File: src/rtl/reg_file_pkg.sv
// Shared defaults and mode constants for the multi-port register file.
package reg_file_pkg;

  localparam int DEF_DATA_W = 4;
  localparam int DEF_ADDR_W = 4;
  localparam int DEF_DEPTH  = 16;

  // Mode switches: ZERO_REG hardwires entry 0, BYPASS forwards same-cycle
  // write data to reads, RD_REG adds one cycle of read latency.
  localparam bit DEF_ZERO_REG = 1'b0;
  localparam bit DEF_BYPASS   = 1'b1;
  localparam bit DEF_RD_REG   = 1'b0;

endpackage

File: src/rtl/reg_file_rdport.sv
// One read port: range check, entry select, zero-register and bypass
// override, optional output register.
module reg_file_rdport
  import reg_file_pkg::*;
#(
  parameter int DATA_W   = DEF_DATA_W,
  parameter int ADDR_W   = DEF_ADDR_W,
  parameter int DEPTH    = DEF_DEPTH,
  parameter bit ZERO_REG = DEF_ZERO_REG,
  parameter bit BYPASS   = DEF_BYPASS,
  parameter bit RD_REG   = DEF_RD_REG
) (
  input  logic                          clk,
  input  logic                          rst,
  input  logic                          clr,
  input  logic [ADDR_W-1:0]             addr,
  input  logic [DEPTH-1:0][DATA_W-1:0]  entries,
  input  logic [DEPTH-1:0]              valid,
  input  logic                          wr_hit,
  input  logic [ADDR_W-1:0]             rw,
  input  logic [DATA_W-1:0]             busw,
  output logic [DATA_W-1:0]             q,
  output logic                          v
);

  localparam logic [ADDR_W:0] DEPTH_L = (ADDR_W + 1)'(DEPTH);

  logic [DATA_W-1:0] q_c;
  logic              v_c;

  // Combinational read value: out-of-range reads return 0/invalid.
  always_comb begin
    q_c = '0;
    v_c = 1'b0;
    if ({1'b0, addr} < DEPTH_L) begin
      for (int unsigned i = 0; i < DEPTH; i++) begin
        if (addr == ADDR_W'(i)) begin
          q_c = entries[i];
          v_c = valid[i];
        end
      end
      if (ZERO_REG && addr == '0) begin
        q_c = '0;
        v_c = 1'b1;
      end else if (BYPASS && wr_hit && rw == addr) begin
        q_c = busw;
        v_c = 1'b1;
      end
    end
  end

  generate
    if (RD_REG) begin : g_reg
      // Registered read; with bypass a clear is forwarded as 0/invalid.
      always_ff @(posedge clk or posedge rst) begin
        if (rst) begin
          q <= '0;
          v <= 1'b0;
        end else if (BYPASS && clr) begin
          q <= '0;
          v <= 1'b0;
        end else begin
          q <= q_c;
          v <= v_c;
        end
      end
    end else begin : g_comb
      assign q = q_c;
      assign v = v_c;
    end
  endgenerate

endmodule

File: src/rtl/reg_file_mp.sv
// Two-read, one-write register file with valid bitmap, clear and
// illegal-write flag.
module reg_file_mp
  import reg_file_pkg::*;
#(
  parameter int DATA_W   = DEF_DATA_W,
  parameter int ADDR_W   = DEF_ADDR_W,
  parameter int DEPTH    = DEF_DEPTH,
  parameter bit ZERO_REG = DEF_ZERO_REG,
  parameter bit BYPASS   = DEF_BYPASS,
  parameter bit RD_REG   = DEF_RD_REG
) (
  input  logic              clk,
  input  logic              rst,
  input  logic              write_enable,
  input  logic [ADDR_W-1:0] rw,
  input  logic [DATA_W-1:0] busw,
  input  logic              clr,
  input  logic [ADDR_W-1:0] ra,
  input  logic [ADDR_W-1:0] rb,
  output logic [DATA_W-1:0] qa,
  output logic [DATA_W-1:0] qb,
  output logic              va,
  output logic              vb,
  output logic              werr
);

  localparam logic [ADDR_W:0] DEPTH_L = (ADDR_W + 1)'(DEPTH);

  logic [DEPTH-1:0][DATA_W-1:0] mem;
  logic [DEPTH-1:0]             valid;
  logic                         bad_addr;
  logic                         wr_legal;
  logic                         wr_illegal;

  assign bad_addr   = ({1'b0, rw} >= DEPTH_L) || (ZERO_REG && rw == '0);
  assign wr_legal   = write_enable && !clr && !bad_addr;
  assign wr_illegal = write_enable && !clr && bad_addr;

  // Storage and valid bitmap; clear wins over a simultaneous write.
  always_ff @(posedge clk or posedge rst) begin
    if (rst) begin
      mem   <= '0;
      valid <= '0;
    end else if (clr) begin
      mem   <= '0;
      valid <= '0;
    end else begin
      for (int unsigned i = 0; i < DEPTH; i++) begin
        if (wr_legal && rw == ADDR_W'(i)) begin
          mem[i]   <= busw;
          valid[i] <= 1'b1;
        end
      end
    end
  end

  // One-cycle pulse flagging a rejected write.
  always_ff @(posedge clk or posedge rst) begin
    if (rst) werr <= 1'b0;
    else     werr <= wr_illegal;
  end

  reg_file_rdport #(
    .DATA_W(DATA_W), .ADDR_W(ADDR_W), .DEPTH(DEPTH),
    .ZERO_REG(ZERO_REG), .BYPASS(BYPASS), .RD_REG(RD_REG)
  ) u_port_a (
    .clk(clk), .rst(rst), .clr(clr), .addr(ra), .entries(mem), .valid(valid),
    .wr_hit(wr_legal), .rw(rw), .busw(busw), .q(qa), .v(va)
  );

  reg_file_rdport #(
    .DATA_W(DATA_W), .ADDR_W(ADDR_W), .DEPTH(DEPTH),
    .ZERO_REG(ZERO_REG), .BYPASS(BYPASS), .RD_REG(RD_REG)
  ) u_port_b (
    .clk(clk), .rst(rst), .clr(clr), .addr(rb), .entries(mem), .valid(valid),
    .wr_hit(wr_legal), .rw(rw), .busw(busw), .q(qb), .v(vb)
  );

endmodule

File: config.mk
export PLATFORM = sky130hd
export DESIGN_NAME = reg_file_mp
export DESIGN_NICKNAME = d
export VERILOG_FILES = /design/src/rtl/reg_file_pkg.sv /design/src/rtl/reg_file_rdport.sv /design/src/rtl/reg_file_mp.sv
export SDC_FILE = /design/constraint.sdc
export NUM_CORES = 1
export LEC_CHECK = 0
export CORE_MARGIN = 2
export CORE_UTILIZATION = 40
export DETAILED_ROUTE_END_ITERATION = 16
export PLACE_DENSITY = 0.63
export SYNTH_ARGS = -nofsm -noshare
export SYNTH_HDL_FRONTEND = slang
export SYNTH_SLANG_ARGS = --single-unit
File: constraint.sdc
create_clock -name clk -period 2.9 [get_ports clk]
set_input_delay 0.725 -clock clk [delete_from_list [all_inputs] [get_ports clk]]
set_output_delay 0.725 -clock clk [all_outputs]
set_load 0.1 [all_outputs]
==> Word level (Yosys, flattened, before mapping) <==
Index checks and enable logic that the tools add are counted.
{ "word_totals": {"register_bits": 80, "in_bits": 20, "output_inout_bits": 11} }
{ "op_classes": {"eq_ne": 47, "mux": 102, "reduce_logical": 39} }
{ "op_table": {"columns": ["op", "n"], "rows": [
  ["4-bit 2-to-1 mux", 50],
  ["4-bit equality test, second input constant", 24],
  ["64-bit 2-to-1 mux", 1],
  ["1-bit 2-to-1 mux", 50],
  ["4-bit by 3-bit equality test with 1-bit output, second input constant", 12],
  ["2-bit nonzero test", 16],
  ["4-bit by 2-bit equality test with 1-bit output, second input constant", 6],
  ["1-bit logical AND", 19],
  ["16-bit 2-to-1 mux", 1],
  ["4-bit by 1-bit equality test with 1-bit output, second input constant", 3],
  ["4-bit logical NOT", 3],
  ["4-bit equality test", 2],
  ["1-bit logical NOT", 1]
]} }

==> Logic depth before layout (Yosys ltp) <==
Gate-level depths: netlist of the first run.
{ "depth": {"ltp_word": 18, "ltp_mapped": 8, "mapped_depth_nobuf": 5} }

==> Cells and area by module <==
Synthesis of the first run repeated with hierarchy kept, for this count alone.
{ "unflattened": {"hier_cells": 582, "area_unflattened_um2": 5333.9} }
{ "by_module_without_submodules": {"columns": ["module", "n_inst", "cells_each", "area_each_um2"], "rows": [
  ["reg_file_mp", 1, 364, 3514.6],
  ["reg_file_rdport", 2, 109, 909.6]
]} }

==> Least setup slack after synthesis of the first run <==
OpenSTA, ideal clock, no wires.
{ "synth_path": {"path_kind": "input -> output", "from": "input ra[3]", "to": "output qa[1]", "arrival_ns": 3.919, "setup_slack_ns": -1.744, "cell_stages": 6, "n_path_buf": 1, "cell_sequence": "buf_2 nor2b_1 a32oi_1 o32ai_1 a21oi_1 o31ai_1"} }
{ "synth_between": {"elab_chain_len": 18} }
{ "synth_lines": {"columns": ["element", "line_no", "rtl"], "rows": [
  ["start, declared", "reg_file_mp.sv:19", "input logic [ADDR_W-1:0] ra,"],
  ["4-bit logical NOT", "reg_file_rdport.sv:37", "if (addr == ADDR_W'(i)) begin"],
  ["4-bit 2-to-1 mux (16 in series)", "reg_file_rdport.sv:37", null],
  ["4-bit 2-to-1 mux (*)", "reg_file_rdport.sv:45", "end else if (BYPASS && wr_hit && rw == addr) begin"],
  ["end, declared", "reg_file_mp.sv:21", "output logic [DATA_W-1:0] qa,"]
]} }
Every way passes the cells marked *; elsewhere a longest branch is shown, timed or not.

==> Worst setup path after layout of the first run <==
{ "layout_path": {"from": "input ra[1]", "to": "output qa[2]"} }
Same word-level chain as after synthesis.

==> results.sh, run 1 <==
export IMPL_ys_seq_area_share_pct=36.2
export IMPL_fp_dieW_um=122
export IMPL_die_h_um=122
export IMPL_drc=0
export IMPL_fin_crit_ns=3.04
export IMPL_rsz0062_at_grt="yes"
export IMPL_synthFlopType="dfrtp_1"
export IMPL_place_ws_ns=-0.552
export IMPL_hpwl_mm=14.7
export IMPL_synth_edf_count=0
export IMPL_critPathCaptureType="output pin"
export IMPL_grt_first_pass_wirelength_mm=33.1
export IMPL_violations="setup timing"
export IMPL_synthTopCellsByCount="80 x dfrtp_1, 66 x nand2_1, 65 x a21oi_1"
export IMPL_synth_area_mm2=0.00554
export IMPL_wl_per_cell_um=23.4
export IMPL_place_congestion=1.09
export IMPL_drive_gt1_share_pct=37.3
export IMPL_grt_ovfl_total=0
export IMPL_grt_max_degree=77
export IMPL_worstMarginPinSlew_ns=0.794
export IMPL_ctsRootBufferMaster="clkbuf_16"
export IMPL_synth_cell_types=69
export IMPL_ant_nets=0
export IMPL_ff2ff_setup_slack_ns=2.08
export IMPL_postCtsHoldBufs=0
export IMPL_die_area_mm2=0.0148
export IMPL_wl_mm=22.1
export IMPL_min_path_type="flop to flop"
export IMPL_worst_hold_slack_ns=0.538
export IMPL_finalInstanceArea_mm2=0.00816
export IMPL_synth_top_cell_area_share_pct=36.2
export IMPL_cts_sinks=80
export IMPL_core_mm2=0.0134
export IMPL_area_growth_pct=47.4
export IMPL_grt_usage_pct=29.8
export IMPL_final_net_count=784
export IMPL_p_per_area_mw_per_mm2=386
export IMPL_crit_path_start="ra[1]"
export IMPL_hold_viol=0
export IMPL_drt_initial_drc_count=739
export IMPL_outcome="complete, but fails checks"
export IMPL_skew_ns=0
export IMPL_placed_cell_area_mm2=0.00695
export IMPL_leakage_uw=0.00345
export IMPL_yosysWarnings=0
export IMPL_worstReg2RegStart="mem[29]$_DFFE_PP0P_"
export IMPL_vias_per_cell=6.38
export IMPL_crit_path_max_fanout=8
export IMPL_start_util_pct=41.3
export IMPL_finalSetupViolations=10
export IMPL_netlist_instances=640
export IMPL_cp_arrival_ns=2.31
export IMPL_irDropWorstVdd_v=0.000227
export IMPL_insertion_delay_ns=0.34
export IMPL_cts_made_buffers=9
export IMPL_grt_pass1_vias=5796
export IMPL_worstSetupPathType="input pin to output pin"
export IMPL_portBuffers=29
export IMPL_min_from="valid[3]$_DFFE_PP0P_"
export IMPL_synth_largest_area_cell="dfrtp_1"
export IMPL_cts_tree="built"
export IMPL_dr_pass1_iters=6
export IMPL_ctsLongestPathBuffers=2
export IMPL_ys_ff_latch=80
export IMPL_timing_fmax_ghz=0.329
export IMPL_p_total_uw=3150
export IMPL_crit_required_ns=2.17
export IMPL_synthArstFlopShare_pct=100
export IMPL_final_max_slew_viol_count=0
export IMPL_post_route_period_util_pct=105
export IMPL_max_cap_violations=0
export IMPL_diodes=0
export IMPL_vias=6030
export IMPL_cts_max_level=3
export IMPL_yosysMostFrequentCell="dfrtp_1"
export IMPL_syn_avg_cell_area_um2=8.65
export IMPL_relSlewSlack_pct=47.1
export IMPL_num_rows=42
export IMPL_syn_num_nets=660
export IMPL_cp_start_kind="input pin"
export IMPL_clkTransAtPathRegs_ns=0.06
export IMPL_ys_top_cells_by_area="dfrtp_1 36%, mux2i_1 9.2%, a21oi_1 5.9%"
export IMPL_setup_slack_ns=-0.135
export IMPL_io_pins=31
export IMPL_antenna_found_initial=0
[per-layer routing]
| metal | part of all wire, % | wire (µm) | track usage (%) |
|---|---|---|---|
| met1 | 39 | 8670 | 40.3 |
| met2 | 45 | 9980 | 45.4 |
| met3 | 10 | 2260 | 6.18 |
| met4 | 5.3 | 1180 | 14.9 |
| met5 | 0 | 0 | 0 |
[path summary, 6_finish.rpt]
kind                                        end  cells after the start
min in group asynchronous   mem[44]$_DFFE_PP0P_                      2
min reg2reg                valid[3]$_DFFE_PP0P_                      1
min                        valid[3]$_DFFE_PP0P_                      1
max                                       qa[2]                      9
max in group asynchronous    mem[8]$_DFFE_PP0P_                      3
max reg2reg                 mem[29]$_DFFE_PP0P_                      2
[registers in the layout, summed over array words and instances, names as in the netlist]
name and flops:
mem 64, valid 16
[report_power, final]
group	internal, µW	switching, µW
Clock	715	450
Combinational	374	470
Sequential	1130	12.9
[metrics by stage]
| stage | util [%] | instances | setup TNS, ns |
|---|---|---|---|
| floorplan | - | 640 | -1.58 |
| global placement | 51.8 | 898 | -5.04 |
| detailed placement | 51.8 | 898 | -5.21 |
| CTS | 58.4 | 938 | -0.438 |
| global route | 60.9 | 945 | -1.04 |
| finish | 60.9 | 945 | -0.697 |
[logic make-up after synthesis]
family / after synthesis / synth area share [%]
XOR/XNOR: 8 / 1.27
other: 1 / 0.0677
buffers and inverters: 86 / 7.59
multiplexers: 66 / 14.1
AO/OA/AOI/OAI: 175 / 20.3
flip-flops: 80 / 36.2
AND/OR/NAND/NOR: 224 / 20.5
[repair_timing]
action,CTS,global route
buffers inserted,21,9
gates cloned,4,1
resized for setup,128,65
endpoints found under the hold margin,0,0
setup endpoints to repair,10,10
pin swaps,44,37
[layout by cell type (no fill, tap or decap), types with 5 or more instances in the layout]
cell type	instances
xnor2_2	5
nand2b_1	6
buf_12	26
clkbuf_16	10
mux2i_1	48
nor3_1	10
inv_1	17
buf_4	106
nand2b_4	7
mux2_2	6
nand2_1	63
a21oi_1	57
dfrtp_1	80
clkdlybuf4s50_1	5
a21oi_2	6
buf_8	6
mux4_2	8
o21ai_1	6
nor2_1	46
o22ai_1	6
nand3_1	40
nor2b_1	9
a21o_1	7
buf_6	22
o21ai_0	22
o211ai_1	5
buf_16	6
[area by class of cell]
| class | count | area [µm²] |
|---|---|---|
| Sequential cell | 80 | 2000 |
| Fill cell | 1044 | 5240 |
| Multi-Input combinational cell | 474 | 3630 |
| Clock buffer | 14 | 264 |
| Tap cell | 176 | 220 |
| Timing Repair Buffer | 176 | 1910 |
| Clock inverter | 2 | 37.5 |
| Inverter | 23 | 97.6 |
[critical path, cell delays in order]
cell	delay, ns
buf_12	0.11
buf_12	0.14
nor2_1	0.16
buf_4	0.18
o21ai_1	0.12
a31oi_1	0.28
a21oi_2	0.08
a211oi_4	0.30
buf_12	0.21
(Power assumes the default switching activity.)
==> run 2: changes to the inputs <==
--- a/config.mk
+++ b/config.mk
@@ -5,10 +5,9 @@
 export SDC_FILE = /design/constraint.sdc
 export NUM_CORES = 1
 export LEC_CHECK = 0
-export CORE_MARGIN = 2
 export CORE_UTILIZATION = 40
 export DETAILED_ROUTE_END_ITERATION = 16
-export PLACE_DENSITY = 0.63
+export PLACE_DENSITY_LB_ADDON = 0.3
 export SYNTH_ARGS = -nofsm -noshare
 export SYNTH_HDL_FRONTEND = slang
 export SYNTH_SLANG_ARGS = --single-unit
==> run 2 against run 1 <==
Effect of this change:
- the run still ends with setup timing left
- non-clock buffer count rose by 18
- total power rose by 5.1%
- die area fell by 3.3%
- combinational power rose by 6.6%
- core utilization rose by 3.3 points
- sequential share of layout area fell by 1.2 points
==> results.sh, run 2 (synthesized netlist as in run 1, its figures left out) <==
export IMPL_cts_made_buffers=9
export IMPL_dr_pass1_iters=5
export IMPL_place_congestion=1.04
export IMPL_min_path_type="flop to flop"
export IMPL_irDropWorstVdd_v=0.000253
export IMPL_holdPathEnd="valid[14]$_DFFE_PP0P_"
export IMPL_die_h_um=120
export IMPL_mostFrequentLayoutCell="buf_4"
export IMPL_antenna_found_initial=1
export IMPL_regMostFlops="mem"
export IMPL_grt_usage_pct=32.0
export IMPL_r2r_end="mem[5]$_DFFE_PP0P_"
export IMPL_ant_nets=0
export IMPL_post_route_period_util_pct=105
export IMPL_core_mm2=0.0133
export IMPL_area_growth_pct=54.7
export IMPL_fin_tns_setup_ns=-0.778
export IMPL_crit_path_max_fanout=6
export IMPL_cp_start_kind="input pin"
export IMPL_reg_top3="mem: 64 flops, valid: 16 flops"
export IMPL_finalCoreUtilization_pct=64.2
export IMPL_p_per_area_mw_per_mm2=386
export IMPL_grt_ovfl_total=0
export IMPL_fp_dieW_um=120
export IMPL_io_pins=31
export IMPL_finalSetupViolations=10
export IMPL_die_area_mm2=0.0143
export IMPL_cts_tree="built"
export IMPL_drt_initial_drc_count=682
export IMPL_wl_per_cell_um=23.8
export IMPL_insertion_delay_ns=0.35
export IMPL_portBuffers=29
export IMPL_cp_arrival_ns=2.33
export IMPL_rsz0062_at_grt="yes"
export IMPL_grt_first_pass_wirelength_mm=34.2
export IMPL_final_cell_mix="113 x buf_4, 80 x dfrtp_1, 61 x nand2_1"
export IMPL_crit_required_ns=2.17
export IMPL_hpwl_mm=14.7
export IMPL_worst_hold_slack_ns=0.537
export IMPL_vias_per_cell=6.38
export IMPL_largest_reg_flops=64
export IMPL_drive_gt1_share_pct=39.9
export IMPL_r2r_cells=2
export IMPL_num_rows=42
export IMPL_grt_pass1_vias=5919
export IMPL_hold_viol=0
export IMPL_drc=0
export IMPL_place_ws_ns=-0.566
export IMPL_worstMarginPinSlew_ns=0.805
export IMPL_ff2ff_setup_slack_ns=2.09
export IMPL_leakage_uw=0.00365
export IMPL_cts_sinks=80
export IMPL_grt_max_degree=81
export IMPL_wl_mm=22.9
export IMPL_ctsLongestPathBuffers=2
export IMPL_hold_path_depth=1
export IMPL_n_fill_cell=1040
export IMPL_worstSetupPathType="input pin to output pin"
export IMPL_setup_slack_ns=-0.152
export IMPL_min_from="valid[14]$_DFFE_PP0P_"
export IMPL_clkTransAtPathRegs_ns=0.06
export IMPL_p_total_uw=3310
export IMPL_ctsRootBufferMaster="clkbuf_16"
export IMPL_max_cap_violations=0
export IMPL_relSlewSlack_pct=46.3
export IMPL_outcome="complete, but fails checks"
export IMPL_violations="setup timing"
export IMPL_worstReg2RegStart="mem[5]$_DFFE_PP0P_"
export IMPL_timing_fmax_ghz=0.328
export IMPL_start_util_pct=41.5
export IMPL_final_net_count=802
export IMPL_vias=6144
export IMPL_final_max_slew_viol_count=0
export IMPL_fin_crit_ns=3.05
export IMPL_cts_max_level=3
export IMPL_skew_ns=0
export IMPL_critPathCaptureType="output pin"
run 2: report_power, final:
part	leakage, µW	internal [µW]	switching, µW	total, µW
combinational	0.00238	414	487	900
sequential	0.00111	1130	12.9	1140
clock	0.000159	795	472	1270
total	0.00365	2340	972	3310
run 2: per-stage QoR:
step	cells	cell area, µm²
5_1_grt	963	8560
2_1_floorplan	640	5820
3_3_place_gp	903	7000
3_5_place_dp	903	7000
6_report	963	8560
4_1_cts	949	8160
run 2: routing by layer:
| metal | vias up | GRT usage, % | wire length, µm | part of all wire (%) |
|---|---|---|---|---|
| met5 | - | 0 | 0 | 0 |
| met4 | 0 | 19.6 | 1320 | 5.8 |
| met3 | 102 | 7.51 | 2110 | 9.2 |
| met2 | 407 | 49.0 | 10400 | 45 |
| met1 | 3036 | 40.9 | 9050 | 40 |
| li1 | 2599 | - | - | - |
run 2: what timing repair did:
action | 4_1_cts | 5_1_grt
pin swaps | 46 | 35
endpoints found under the hold margin | 0 | 0
setup endpoints to repair | 10 | 10
gates resized for setup | 162 | 57
cloned | 9 | 2
setup buffers | 24 | 13
hold buffers | 0 | 0
run 2: how the worst max path moves through the flow:
stage           from    end  slack (ns)  depth (start not counted)
4_1_cts        rb[2]  qb[1]       -0.11                          9
5_1_grt        ra[1]     va       -0.18                          9
3_3_place_gp   rw[1]  qb[0]       -0.56                          7
2_1_floorplan  rw[3]  qa[2]       -0.43                          6
6_report       ra[1]     va       -0.15                          9
3_5_place_dp   ra[1]     va       -0.57                          9
run 2: critical path, stage by stage:
cell and delay, ns:
buf_12 0.12, buf_12 0.13, buf_4 0.15, a21oi_2 0.16, o21ai_0 0.12, a222oi_1 0.35
o22ai_1 0.15, a21o_2 0.24, buf_12 0.17
run 2: area by class of cell:
| class | instances | area (µm²) | share of cell area, % |
|---|---|---|---|
| multi-input cells | 474 | 3720 | 43.5 |
| repair buffers | 194 | 2200 | 25.7 |
| flip-flops and latches | 80 | 2000 | 23.4 |
| clock buffers | 12 | 256 | 2.99 |
| well taps | 176 | 220 | 2.57 |
| inverters | 23 | 93.8 | 1.10 |
| clock inverters | 3 | 65.1 | 0.760 |
| diodes | 1 | 2.50 | 0.0292 |
